--- src/rtl/bp_pkg.sv ---
// Shared types for the branch predictor: direction counter encoding, BTB entry
// layout and the saturating counter helpers.
package bp_pkg;

    localparam int unsigned ADDR_W     = 10;
    localparam int unsigned ENTRIES    = 16;
    localparam int unsigned INDEX_BITS = $clog2(ENTRIES);
    localparam int unsigned TAG_W      = ADDR_W - INDEX_BITS - 2;

    typedef enum logic [1:0] {
        STRONG_NT = 2'b00,
        WEAK_NT   = 2'b01,
        WEAK_T    = 2'b10,
        STRONG_T  = 2'b11
    } ctr_e;

    typedef struct packed {
        logic              valid;
        logic [TAG_W-1:0]  tag;
        logic [ADDR_W-1:0] target;
        logic              jump;
    } btb_entry_t;

    function automatic ctr_e sat_inc(input ctr_e c);
        return (c == STRONG_T) ? STRONG_T : ctr_e'(c + 2'd1);
    endfunction

    function automatic ctr_e sat_dec(input ctr_e c);
        return (c == STRONG_NT) ? STRONG_NT : ctr_e'(c - 2'd1);
    endfunction

endpackage

--- src/rtl/btb_table.sv ---
// Direct-mapped BTB + direction counter storage: async fetch read, async
// resolve-side read for tag check, one synchronous write, synchronous clear.
module btb_table
    import bp_pkg::*;
#(
    parameter int unsigned Entries = ENTRIES,
    localparam int unsigned IndexBits = $clog2(Entries)
) (
    input  logic                 clk_i,
    input  logic                 rst_ni,
    input  logic [IndexBits-1:0] rd_idx_i,
    output btb_entry_t           rd_entry_o,
    output ctr_e                 rd_ctr_o,
    input  logic [IndexBits-1:0] chk_idx_i,
    output btb_entry_t           chk_entry_o,
    output ctr_e                 chk_ctr_o,
    input  logic                 wr_en_i,
    input  logic [IndexBits-1:0] wr_idx_i,
    input  btb_entry_t           wr_entry_i,
    input  ctr_e                 wr_ctr_i
);

    btb_entry_t entry_q [Entries];
    ctr_e       ctr_q   [Entries];

    always_ff @(posedge clk_i) begin
        if (!rst_ni) begin
            for (int unsigned i = 0; i < Entries; i++) begin
                entry_q[i] <= '0;
                ctr_q[i]   <= WEAK_NT;
            end
        end else if (wr_en_i) begin
            entry_q[wr_idx_i] <= wr_entry_i;
            ctr_q[wr_idx_i]   <= wr_ctr_i;
        end
    end

    assign rd_entry_o  = entry_q[rd_idx_i];
    assign rd_ctr_o    = ctr_q[rd_idx_i];
    assign chk_entry_o = entry_q[chk_idx_i];
    assign chk_ctr_o   = ctr_q[chk_idx_i];

endmodule

--- src/rtl/branch_predictor_unit.sv ---
// Fetch-side next-PC prediction and execute-side resolution/training.
// Define BP_PERF_COUNTERS_EN to add branch and mispredict event counters.
module branch_predictor_unit
    import bp_pkg::*;
#(
    parameter int unsigned AddressWidth = 10,
    parameter int unsigned Entries      = 16
) (
    input  logic                    clk_i,
    input  logic                    rst_ni,
    input  logic [AddressWidth-1:0] fetch_pc_i,
    output logic                    pred_taken_o,
    output logic [AddressWidth-1:0] pred_target_o,
    input  logic                    res_valid_i,
    input  logic [AddressWidth-1:0] res_pc_i,
    input  logic                    res_branch_i,
    input  logic                    res_jump_i,
    input  logic                    res_taken_i,
    input  logic [AddressWidth-1:0] res_target_i,
    input  logic                    res_pred_taken_i,
    input  logic [AddressWidth-1:0] res_pred_target_i,
    output logic                    mispredict_o,
    output logic [AddressWidth-1:0] redirect_pc_o
`ifdef BP_PERF_COUNTERS_EN
    ,
    output logic [31:0]             branch_count_o,
    output logic [31:0]             mispredict_count_o
`endif
);

    localparam int unsigned IndexBits = $clog2(Entries);

    // The entry struct is sized from the package, so the parameters must agree with it.
    if (AddressWidth < IndexBits + 3) begin : g_bad_width
        $error("AddressWidth must be at least IndexBits+3");
    end
    if ((1 << IndexBits) != Entries || Entries < 2) begin : g_bad_entries
        $error("Entries must be a power of two and at least 2");
    end
    if (AddressWidth != ADDR_W || Entries != ENTRIES) begin : g_pkg_mismatch
        $error("parameters must match bp_pkg ADDR_W/ENTRIES");
    end

    logic [IndexBits-1:0] fetch_idx, res_idx;
    logic [TAG_W-1:0]     fetch_tag, res_tag;
    btb_entry_t           fetch_entry, res_entry, wr_entry;
    ctr_e                 fetch_ctr, res_ctr, wr_ctr;
    logic                 fetch_hit, res_hit, wr_en;

    assign fetch_idx = fetch_pc_i[IndexBits+1:2];
    assign fetch_tag = fetch_pc_i[AddressWidth-1:IndexBits+2];
    assign res_idx   = res_pc_i[IndexBits+1:2];
    assign res_tag   = res_pc_i[AddressWidth-1:IndexBits+2];

    btb_table #(.Entries(Entries)) u_table (
        .clk_i      (clk_i),
        .rst_ni     (rst_ni),
        .rd_idx_i   (fetch_idx),
        .rd_entry_o (fetch_entry),
        .rd_ctr_o   (fetch_ctr),
        .chk_idx_i  (res_idx),
        .chk_entry_o(res_entry),
        .chk_ctr_o  (res_ctr),
        .wr_en_i    (wr_en),
        .wr_idx_i   (res_idx),
        .wr_entry_i (wr_entry),
        .wr_ctr_i   (wr_ctr)
    );

    assign fetch_hit     = fetch_entry.valid && (fetch_entry.tag == fetch_tag);
    assign pred_taken_o  = fetch_hit && (fetch_entry.jump || fetch_ctr[1]);
    assign pred_target_o = pred_taken_o ? fetch_entry.target
                                        : fetch_pc_i + AddressWidth'(4);

    assign mispredict_o  = res_valid_i &&
                           ((res_taken_i != res_pred_taken_i) ||
                            (res_taken_i && (res_target_i != res_pred_target_i)));
    assign redirect_pc_o = res_taken_i ? res_target_i : res_pc_i + AddressWidth'(4);

    assign res_hit = res_entry.valid && (res_entry.tag == res_tag);

    // Jump wins when both class bits are set; a non-control-flow hit scrubs the alias.
    always_comb begin
        wr_en    = 1'b0;
        wr_entry = res_entry;
        wr_ctr   = res_ctr;
        if (res_valid_i) begin
            if (res_jump_i) begin
                wr_en    = 1'b1;
                wr_entry = '{valid: 1'b1, tag: res_tag, target: res_target_i, jump: 1'b1};
                wr_ctr   = STRONG_T;
            end else if (res_branch_i) begin
                if (res_hit) begin
                    wr_en  = 1'b1;
                    wr_ctr = res_taken_i ? sat_inc(res_ctr) : sat_dec(res_ctr);
                    if (res_taken_i) begin
                        wr_entry.target = res_target_i;
                    end
                end else if (res_taken_i) begin
                    wr_en    = 1'b1;
                    wr_entry = '{valid: 1'b1, tag: res_tag, target: res_target_i, jump: 1'b0};
                    wr_ctr   = WEAK_T;
                end
            end else if (res_hit) begin
                wr_en          = 1'b1;
                wr_entry.valid = 1'b0;
            end
        end
    end

    always_ff @(posedge clk_i) begin
        if (rst_ni && res_valid_i) begin
            assert (!(res_branch_i && res_jump_i))
            else $error("res_branch_i and res_jump_i asserted together");
        end
    end

`ifdef BP_PERF_COUNTERS_EN
    logic [31:0] branch_cnt_q, branch_cnt_d;
    logic [31:0] mispred_cnt_q, mispred_cnt_d;

    assign branch_cnt_d  = branch_cnt_q + 32'(res_valid_i && (res_branch_i || res_jump_i));
    assign mispred_cnt_d = mispred_cnt_q + 32'(mispredict_o);

    always_ff @(posedge clk_i) begin
        if (!rst_ni) begin
            branch_cnt_q  <= '0;
            mispred_cnt_q <= '0;
        end else begin
            branch_cnt_q  <= branch_cnt_d;
            mispred_cnt_q <= mispred_cnt_d;
        end
    end

    assign branch_count_o     = branch_cnt_q;
    assign mispredict_count_o = mispred_cnt_q;
`endif

endmodule
--- config.mk ---
export PLATFORM = sky130hd
export DESIGN_NAME = branch_predictor_unit
export DESIGN_NICKNAME = d
export VERILOG_FILES = /design/src/rtl/bp_pkg.sv /design/src/rtl/btb_table.sv /design/src/rtl/branch_predictor_unit.sv
export SDC_FILE = /design/constraint.sdc
export NUM_CORES = 1
export LEC_CHECK = 0
export ABC_AREA = 1
export CAP_MARGIN = 20
export CELL_PAD_IN_SITES_DETAIL_PLACEMENT = 1
export CELL_PAD_IN_SITES_GLOBAL_PLACEMENT = 2
export CORE_MARGIN = 1.5
export CORE_UTILIZATION = 35
export CTS_BUF_LIST = sky130_fd_sc_hd__clkbuf_4 sky130_fd_sc_hd__clkbuf_8
export CTS_CLUSTER_SIZE = 30
export DETAILED_ROUTE_END_ITERATION = 16
export MAX_ROUTING_LAYER = met4
export PLACE_DENSITY_LB_ADDON = 0.05
export RECOVER_POWER = 50
export SYNTH_ARGS = -nofsm -noshare
export SYNTH_HDL_FRONTEND = slang
export SYNTH_SLANG_ARGS = --single-unit
--- constraint.sdc ---
create_clock -name clk_i -period 3.1 [get_ports clk_i]
set_input_delay 0.31 -clock clk_i [delete_from_list [all_inputs] [get_ports clk_i]]
set_output_delay 0.31 -clock clk_i [all_outputs]
set_load 0.01 [all_outputs]
==> impl_metrics.csv, run 1 <==
group,metric,value,unit
drt,drc,0,
clock_network,cts_tree,"done",
timing,finalClockSkew,0.0292,ns
global_route,grt_overflow,0,
setup_path,r2r-start,"u_table.entry_q[12][14]$_SDFFCE_PN0P_",
job,cap_violations,0,
synthesis,yosysWarnings,0,
synthesis,synth_top_family_by_area,"simple AND/OR/NAND/NOR gates",
placed_design,pre_cts_ws,-0.308,ns
clock_network,cts_hold_buf,0,
die,start_util,0.353,
status,status,"finished, final reports clean",
placed_design,gp_congestion,0.905,
drt,via_per_inst,5.50,
worst_hold_path,hold_start,"rst_ni",
global_route,grt_pass1_vias,16000,
drt,wire_per_inst,24.7,um
placed_design,io_buffers,68,
cells_and_area,layout-area-overhead-vs-synth,20.1,%
synthesis,netlist.area_leader.share,0.514,
timing,setup_violations,0,
setup_path,reg2reg_depth,16,
timing,min_period,3.08,ns
die,chipWidth,222,um
cells_and_area,fill_cells,5593,
power,ir_worst_vdd,0.284,mV
drt,drt-pass1-iter-count,4,
setup_path,worstPathMaxFanout,6,
global_route,grtUsageTotal,0.291,
placed_design,dpl_cell_area,19400,sq um
cells_and_area,fin_cells,2800,
synthesis,synthAdderAreaFrac,0.00372,
synthesis,synthTopCellsByArea,"edfxtp_1 51%, nor2_1 9.5%, o21ai_0 8.5%",
setup_path,rr_endpoint,"u_table.entry_q[15][14]$_SDFFCE_PN0P_",
die,num_rows,80,
setup_path,cp.required,2.79,ns
setup_path,crit_end,"pred_target_o[5]",
worst_hold_path,hold_path_class,"in -> reg",
placed_design,dp_hpwl,48.9,mm
synthesis,avgSynthCellArea,8.45,sq um
clock_network,clock-root-buffer,"clkbuf_8",
die,core,47600,sq um
synthesis,yosysTopAreaCell,"edfxtp_1",
clock_network,clock_latency,0.64,ns
cells_and_area,drive_above_1_share,0.168,
clock_network,cts_made_buffers,54,
drt,drt_wl_total,69.2,mm
timing,hold_viol,0,
synthesis,synth_xor_area_frac,0.0125,
clock_network,clk_pin_slew_worst_paths,0.06,ns
global_route,antenna_found_initial,0,
cells_and_area,fin_util,0.424,
placed_design,place_inst,2700,
synthesis,synth.area.mux_share,0,
timing,finalSetupTns,0,ns
drt,drt_iter0_drc,1040,
synthesis,synth_fp_nets,2043,
cells_and_area,nets,2194,
die,io_pins,69,
timing,period_share,0.993,
synthesis,synth_compound_area_frac,0.157,
setup_path,r2r_setup_slack,0.19,ns
synthesis,synthCells,1991,
cells_and_area,design_area,20200,sq um
synthesis,synth_edf_count,288,
drt,via_count,15400,
power,total_power,9.90,mW
setup_path,path_class,"reg -> out",
synthesis,ys_seq_area_frac,0.514,
timing,tightest_slew,0.952,ns
setup_path,startpoint_type,"register",
power,powerDensity,490,nW/um^2
timing,finalMaxSlewViolations,0,
synthesis,ys_types,38,
synthesis,yosys_register_bits,288,
die,die_height,222,um
setup_path,critPathLaunch,"u_table.entry_q[2][11]$_SDFFCE_PN0P_",
timing,fmax,0.325,GHz
drt,drtAntennaViolNets,0,
global_route,grt_pass1_wl,104,mm
global_route,grt_max_degree,127,
clock_network,clock-sinks,288,
cells_and_area,antenna_cells,0,
timing,relSlewSlack,0.365,
timing,holdWs,0.730,ns
clock_network,htreeDepth,2,
setup_path,arrival,2.77,ns
power,power_leakage,7.98,nW
setup_path,cp-end-kind,"primary output",
synthesis,post-synth-top-count-cell,"nor2_1",
synthesis,synthSimpleGateAreaFrac,0.235,
synthesis,netlist_top_cells_count,"425 x nor2_1, 307 x nand2_1, 288 x edfxtp_1",
die,dieArea,49400,sq um
synthesis,syn_area,16800,sq um
clock_network,clk_path_buf_depth,3,
synthesis,synthArstFlopShare,0,
timing,grt_setup_unrepaired,"true",
timing,setup_ws,0.0230,ns
synthesis,synth_ff_type,"edfxtp_1",
==> power breakdown <==
part           switching, mW  total [mW]  internal (mW)
Sequential            0.0675        4.49           4.43
Combinational           1.21        1.85          0.642
Clock                   1.71        3.56           1.84
==> worst min-delay path by stage <==
| stage | endpoint | slack (ns) | depth (start not counted) |
|---|---|---|---|
| final | u_table.entry_q[13][6]$_SDFFCE_PN0P_ | 0.73 | 4 |
| after global routing | u_table.entry_q[13][6]$_SDFFCE_PN0P_ | 0.74 | 4 |
| after CTS | u_table.entry_q[13][6]$_SDFFCE_PN0P_ | 0.65 | 4 |
| after detailed placement | u_table.entry_q[6][6]$_SDFFCE_PN0P_ | 1.08 | 7 |
| after global placement | u_table.entry_q[2][6]$_SDFFCE_PN0P_ | 1.09 | 7 |
| after floorplan | u_table.entry_q[13][10]$_SDFFCE_PN0P_ | 0.59 | 2 |
==> logic make-up (layout without fill, tap and decap cells) <==
group	count (synthesis)	in the layout
AO/OA/AOI/OAI	489	489
flip-flops	288	288
AND/OR/NAND/NOR	908	908
XOR/XNOR	24	24
buffers and inverters	277	471
adder cells (fa/ha/maj)	5	5
==> state kept, by name (all words and copies together), names as in the netlist <==
register,count
u_table.ctr_q,32
u_table.entry_q,256
==> timing repair <==
action                                  CTS  global route
setup buffers                             2             2
resized for setup                        72            12
endpoints found under the setup margin   11            13
pin swaps                                 5             9
cloned                                    1             0
==> placed cells by master, fill, tap and decap left out, drive strengths merged, types with 2 or more instances in the layout <==
cell	netlist	final
o211ai	34	34
o21ai	312	312
nor2	485	485
nand2	312	312
o22ai	27	27
nor3	2	2
ha	5	5
buf	94	176
clkinv	2	35
xor2	12	12
a21oi	99	99
dlygate4sd3	0	4
nand4	34	34
edfxtp	288	288
a221oi	8	8
inv	119	119
xnor2	12	12
nand3	74	74
o221ai	7	7
clkbuf	62	85
clkdlybuf4s50	0	49
==> area by class of cell <==
class                   count  area (sq um)  area share
repair buffers            251          2590       0.128
inverters                 121           457      0.0226
clock buffers              64           825      0.0408
flip-flops and latches    288          8650       0.428
clock inverters            35           179     0.00885
well taps                 615           769      0.0381
multi-input cells        1426          6760       0.334
==> worst max-delay path: stages (launching register included) <==
cell	delay (ns)
edfxtp_1	0.38
o211ai_1	0.38
nand3_1	0.15
nand3_2	0.10
nand3_2	0.07
xor2_1	0.14
nor2_1	0.11
nand3b_1	0.10
buf_6	0.15
bufbuf_16	0.27
nand2_1	0.05
o21ai_1	0.06
buf_2	0.17
==> layer usage <==
layer  share of wire  GRT usage  wire [um]
met3           0.040     0.0276       2770
met2            0.49      0.483      33700
met4           0.044      0.124       3040
met5               0          -          0
met1            0.43      0.362      29700
Power figures use the tool's default switching activity.
==> run 2, diff against run 1 <==
--- a/config.mk
+++ b/config.mk
@@ -20,3 +20,4 @@
 export SYNTH_ARGS = -nofsm -noshare
 export SYNTH_HDL_FRONTEND = slang
 export SYNTH_SLANG_ARGS = --single-unit
+export TNS_END_PERCENT = 20
==> impl_metrics.csv, run 2 (synthesis gave the netlist of run 1 again) <==
group,metric,value,unit
status,status,"finished, final reports clean",
setup_path,cp_slowest_cell,"edfxtp_1",
clock_network,clock_latency,0.64,ns
global_route,antenna_found_initial,0,
die,core,47600,sq um
clock_network,clock-root-buffer,"clkbuf_8",
die,num_rows,80,
setup_path,cp.required,2.79,ns
global_route,grt_pass1_wl,104,mm
drt,drt_wl_total,69.3,mm
timing,holdWs,0.726,ns
timing,fmax,0.326,GHz
global_route,grt_pass1_vias,16000,
drt,drt_iter0_drc,1057,
setup_path,startpoint_type,"register",
cells_and_area,largest_reg_flops,256,
cells_and_area,largest-register,"u_table.entry_q",
drt,drt-pass1-iter-count,5,
clock_network,clock-sinks,288,
timing,finalMaxSlewViolations,0,
timing,grt_setup_unrepaired,"true",
die,dieArea,49400,sq um
setup_path,arrival,2.76,ns
die,io_pins,69,
timing,hold_viol,0,
cells_and_area,fin_util,0.424,
drt,via_per_inst,5.50,
worst_hold_path,hold_path_class,"in -> reg",
cells_and_area,final_cell_mix,"434 x nor2_1, 302 x nand2_1, 288 x edfxtp_1, 273 x o21ai_0, 113 x inv_1",
setup_path,cp_cell_sequence,"o211ai_1 -> nand3_1 -> nand3_2 -> nand3_2 -> xor2_1 -> nor2_1 -> nand3b_1 -> buf_6 -> bufbuf_16 -> nand2_1 -> o21ai_1 -> buf_2",
cells_and_area,layout-area-overhead-vs-synth,20.1,%
global_route,grtUsageTotal,0.291,
drt,via_count,15400,
die,die_height,222,um
cells_and_area,antenna_cells,0,
setup_path,path_buf_inv,3,
job,cap_violations,0,
placed_design,dpl_cell_area,19400,sq um
clock_network,cts_made_buffers,54,
drt,wire_per_inst,24.7,um
cells_and_area,reg_top3,"u_table.entry_q: 256 flops, u_table.ctr_q: 32 flops",
drt,drtAntennaViolNets,0,
placed_design,dp_hpwl,48.9,mm
global_route,grt_max_degree,127,
setup_path,path_class,"reg -> out",
die,chipWidth,222,um
power,powerDensity,490,nW/um^2
power,power_leakage,7.98,nW
timing,period_share,0.989,
timing,min_period,3.07,ns
cells_and_area,final_common_cell,"nor2_1",
clock_network,clk_pin_slew_worst_paths,0.06,ns
clock_network,cts_tree,"done",
timing,tightest_slew,0.941,ns
clock_network,clk_path_buf_depth,3,
setup_path,crit_family,"buffers and inverters",
clock_network,cts_hold_buf,0,
placed_design,io_buffers,68,
timing,finalSetupTns,0,ns
placed_design,gp_congestion,0.905,
timing,relSlewSlack,0.372,
global_route,grt_overflow,0,
power,ir_worst_vdd,0.286,mV
clock_network,htreeDepth,2,
setup_path,cp-end-kind,"primary output",
drt,drc,0,
setup_path,cp_common_cell,"nand3_2",
die,start_util,0.353,
setup_path,slowest_delay,0.38,ns
cells_and_area,design_area,20200,sq um
timing,setup_violations,0,
cells_and_area,nets,2194,
setup_path,worstPathMaxFanout,6,
timing,finalClockSkew,0.0305,ns
cells_and_area,drive_above_1_share,0.167,
[run 2: layer usage]
layer | GRT usage | share of wire | vias up
met2 | 0.483 | 0.49 | 389
met1 | 0.362 | 0.43 | 7787
met4 | 0.124 | 0.044 | 0
met5 | - | 0 | -
li1 | - | - | 7092
met3 | 0.0276 | 0.038 | 128
[run 2: path summary, 6_finish.rpt]
| check | cells past startpoint | slack [ns] | startpoint | endpoint |
|---|---|---|---|---|
| setup reg to reg | 16 | 0.20 | u_table.entry_q[12][14]$_SDFFCE_PN0P_ | u_table.entry_q[15][14]$_SDFFCE_PN0P_ |
| hold / removal | 4 | 0.73 | rst_ni | u_table.entry_q[13][6]$_SDFFCE_PN0P_ |
| hold reg to reg | 7 | 1.09 | u_table.entry_q[4][6]$_SDFFCE_PN0P_ | u_table.entry_q[6][6]$_SDFFCE_PN0P_ |
| setup / recovery | 12 | 0.03 | u_table.entry_q[2][11]$_SDFFCE_PN0P_ | pred_target_o[5] |
[run 2: worst reg2reg max path, cell delays in order (launching register included)]
cell      delay, ns
edfxtp_1       0.39
nor2_1         0.11
nor2_1         0.05
nand2_1        0.06
o21ai_1        0.11
nand2_1        0.10
nand2_2        0.10
buf_4          0.16
o21ai_1        0.11
nand2_1        0.06
nor2_1         0.11
nand3_1        0.13
nand2_1        0.22
clkbuf_2       0.22
nand3_2        0.16
clkbuf_2       0.44
nor2_1         0.25
[run 2: where the power goes]
part	switching [mW]	leakage, nW	internal (mW)
Clock	1.72	0.536	1.84
Combinational	1.21	4.53	0.641
Sequential	0.0677	2.92	4.43
[run 2: layout make-up]
class                   instances  area (sq um)
clock buffers                  64           825
fillers                      5592         27400
inverters                     121           457
clock inverters                35           179
well taps                     615           769
repair buffers                251          2590
flip-flops and latches        288          8650
multi-input cells            1426          6740
[run 2: repair_timing]
| action | CTS | global route |
|---|---|---|
| pin swaps | 5 | 10 |
| gates cloned | 1 | 0 |
| buffers inserted | 2 | 2 |
| resized for setup | 69 | 12 |
| endpoints found under the setup margin | 11 | 13 |
[run 2: stage by stage]
step / std cells / total power [mW] / setup WS (ns)
after CTS: 2798 / 10.0 / -0.0232
after floorplan: 1991 / 5.47 / 0.374
final: 2800 / 9.90 / 0.0327
after global routing: 2800 / 10.3 / -0.0750
after detailed placement: 2700 / 6.45 / -0.308
after global placement: 2700 / 6.43 / -0.267
==> run 3, diff against run 2 <==
==> constraint.sdc (replaced) <==
create_clock -name clk_i -period 2.81 [get_ports clk_i]
set_input_delay 0.281 -clock clk_i [delete_from_list [all_inputs] [get_ports clk_i]]
set_output_delay 0.281 -clock clk_i [all_outputs]
set_load 0.01 [all_outputs]
==> impl_metrics.csv, run 3 (synthesis gave the netlist of run 1 again) <==
group,metric,value,unit
timing,finalClockSkew,0.0499,ns
setup_path,path_class,"reg -> out",
drt,wire_per_inst,24.7,um
global_route,grt_overflow,0,
die,core,47600,sq um
drt,drt_wl_total,69.8,mm
setup_path,startpoint_type,"register",
setup_path,rr_endpoint,"u_table.entry_q[9][7]$_SDFFCE_PN0P_",
timing,fmax,0.323,GHz
cells_and_area,final_cell_mix,"425 x nor2_1, 293 x nand2_1, 288 x edfxtp_1, 273 x o21ai_0, 146 x buf_4",
drt,via_count,15500,
cells_and_area,reg_top3,"u_table.entry_q: 256 flops, u_table.ctr_q: 32 flops",
setup_path,reg2reg_depth,16,
cells_and_area,fin_cells,2832,
drt,drt-pass1-iter-count,5,
worst_hold_path,min_to,"u_table.ctr_q[7][0]$_SDFFCE_PN1P_",
die,num_rows,80,
setup_path,cp_cell_sequence,"o211ai_1 -> nand3_1 -> nand3_1 -> nand3_2 -> xor2_1 -> nor2_1 -> nand3b_1 -> buf_6 -> buf_12 -> buf_12 -> o21ai_2 -> buf_2",
job,cap_violations,0,
setup_path,r2r-start,"u_table.entry_q[13][12]$_SDFFCE_PN0P_",
clock_network,clock_latency,0.67,ns
clock_network,cts_made_buffers,53,
power,ir_worst_vdd,0.297,mV
die,io_pins,69,
timing,grt_setup_unrepaired,"true",
drt,drc,0,
cells_and_area,layout-area-overhead-vs-synth,24.5,%
status,status,"finished, violations left",
timing,finalMaxSlewViolations,0,
placed_design,dp_hpwl,49.4,mm
timing,period_share,1.10,
global_route,antenna_found_initial,0,
clock_network,htreeDepth,2,
timing,min_period,3.10,ns
setup_path,r2r_setup_slack,-0.06,ns
global_route,grt_pass1_vias,16100,
worst_hold_path,hold_path_class,"in -> reg",
timing,setup_ws,-0.286,ns
setup_path,cp_slowest_cell,"o211ai_1",
worst_hold_path,worstHoldPathCells,7,
placed_design,io_buffers,68,
global_route,grt_pass1_wl,104,mm
timing,holdWs,0.644,ns
placed_design,place_inst,2737,
cells_and_area,final_common_cell,"nor2_1",
status,violations,"negative setup slack",
cells_and_area,largest-register,"u_table.entry_q",
setup_path,cp-end-kind,"primary output",
global_route,grtUsageTotal,0.293,
worst_hold_path,hold_start,"res_pc_i[4]",
clock_network,clk_path_buf_depth,3,
cells_and_area,drive_above_1_share,0.195,
clock_network,clock-root-buffer,"clkbuf_8",
timing,tightest_slew,1.03,ns
timing,hold_viol,0,
die,start_util,0.353,
timing,relSlewSlack,0.311,
drt,via_per_inst,5.48,
drt,drt_iter0_drc,1167,
global_route,grt_max_degree,66,
die,die_height,222,um
clock_network,clk_pin_slew_worst_paths,0.06,ns
clock_network,clock-sinks,288,
setup_path,cp.required,2.53,ns
setup_path,worstPathMaxFanout,7,
setup_path,arrival,2.81,ns
die,chipWidth,222,um
drt,drtAntennaViolNets,0,
cells_and_area,nets,2230,
cells_and_area,antenna_cells,0,
die,dieArea,49400,sq um
clock_network,cts_tree,"done",
setup_path,slowest_delay,0.41,ns
cells_and_area,largest_reg_flops,256,
power,power_leakage,8.33,nW
placed_design,gp_congestion,0.907,
timing,setup_violations,52,
power,powerDensity,543,nW/um^2
-- run 3: cell count changes in the layout (fill, tap and decap cells not counted), moves of 5 or more --
cell      before  now
nand4_2        0    5
nand2_4        0    9
nand4_4        1    7
clkinv_2      14    5
nand2_1      302  293
clkbuf_2      19    5
buf_12        47   53
clkbuf_4      11   26
buf_6          5   10
buf_4        112  146
nor2_2        51   60
nand4_1       33   22
nor2_1       434  425
-- run 3: worst max-delay path, delay by kind of cell (launching register included) --
kind,cells,cell delay (ns)
xor+xnor,1,0.15
simple gates,5,0.52
buf+inv,4,0.57
compound gates,2,0.54
flops,1,0.39
-- run 3: per-layer routing --
metal | up-vias | routed length [um] | track usage
met1 | 7873 | 29900 | 0.364
met2 | 375 | 34900 | 0.492
met3 | 119 | 2530 | 0.0266
met5 | - | 0 | -
li1 | 7152 | - | -
met4 | 0 | 2540 | 0.115
-- run 3: how the worst max path moves through the flow --
stage	to	slack [ns]	cells after the start	from
finish	pred_target_o[7]	-0.29	12	u_table.entry_q[2][11]$_SDFFCE_PN0P_
floorplan	u_table.ctr_q[3][0]$_SDFFCE_PN1P_	0.11	14	res_pc_i[4]
CTS	pred_target_o[8]	-0.31	12	u_table.entry_q[2][11]$_SDFFCE_PN0P_
global placement	pred_target_o[4]	-0.56	13	fetch_pc_i[5]
global route	pred_target_o[8]	-0.35	12	u_table.entry_q[2][11]$_SDFFCE_PN0P_
detailed placement	pred_target_o[1]	-0.57	13	fetch_pc_i[5]
-- run 3: final cells by class --
class,count,area (sq um)
Timing Repair Buffer,288,3020
Multi-Input combinational cell,1426,6990
Fill cell,5555,26700
Clock inverter,26,226
Tap cell,615,769
Clock buffer,68,842
Inverter,121,464
Sequential cell,288,8650
-- run 3: what timing repair did --
action	CTS	global route
gates resized for setup	89	29
setup endpoints to repair	14	64
setup buffers	3	0
cloned	2	0
pin swaps	6	7
hold buffers	0	0
-- run 3: report_power, final --
group | switching, mW | internal (mW) | total, mW | leakage, nW
registers | 0.0757 | 4.88 | 4.96 | 2.92
logic | 1.39 | 0.795 | 2.18 | 4.85
clock network | 1.91 | 2.32 | 4.24 | 0.561
total | 3.38 | 8.00 | 11.4 | 8.33
-- run 3: stage by stage --
step / setup TNS, ns / cell area (sq um) / util / total power, mW / worst slack [ns]
2_1_floorplan: 0 / 16800 / - / 6.04 / 0.113
3_5_place_dp: -91.26 / 19800 / 0.415 / 7.20 / -0.565
4_1_cts: -3.16 / 21000 / 0.440 / 11.5 / -0.311
3_3_place_gp: -46.32 / 19800 / 0.415 / 7.18 / -0.559
6_report: -3.75 / 21000 / 0.440 / 11.4 / -0.286
5_1_grt: -98.39 / 21000 / 0.440 / 11.8 / -0.353
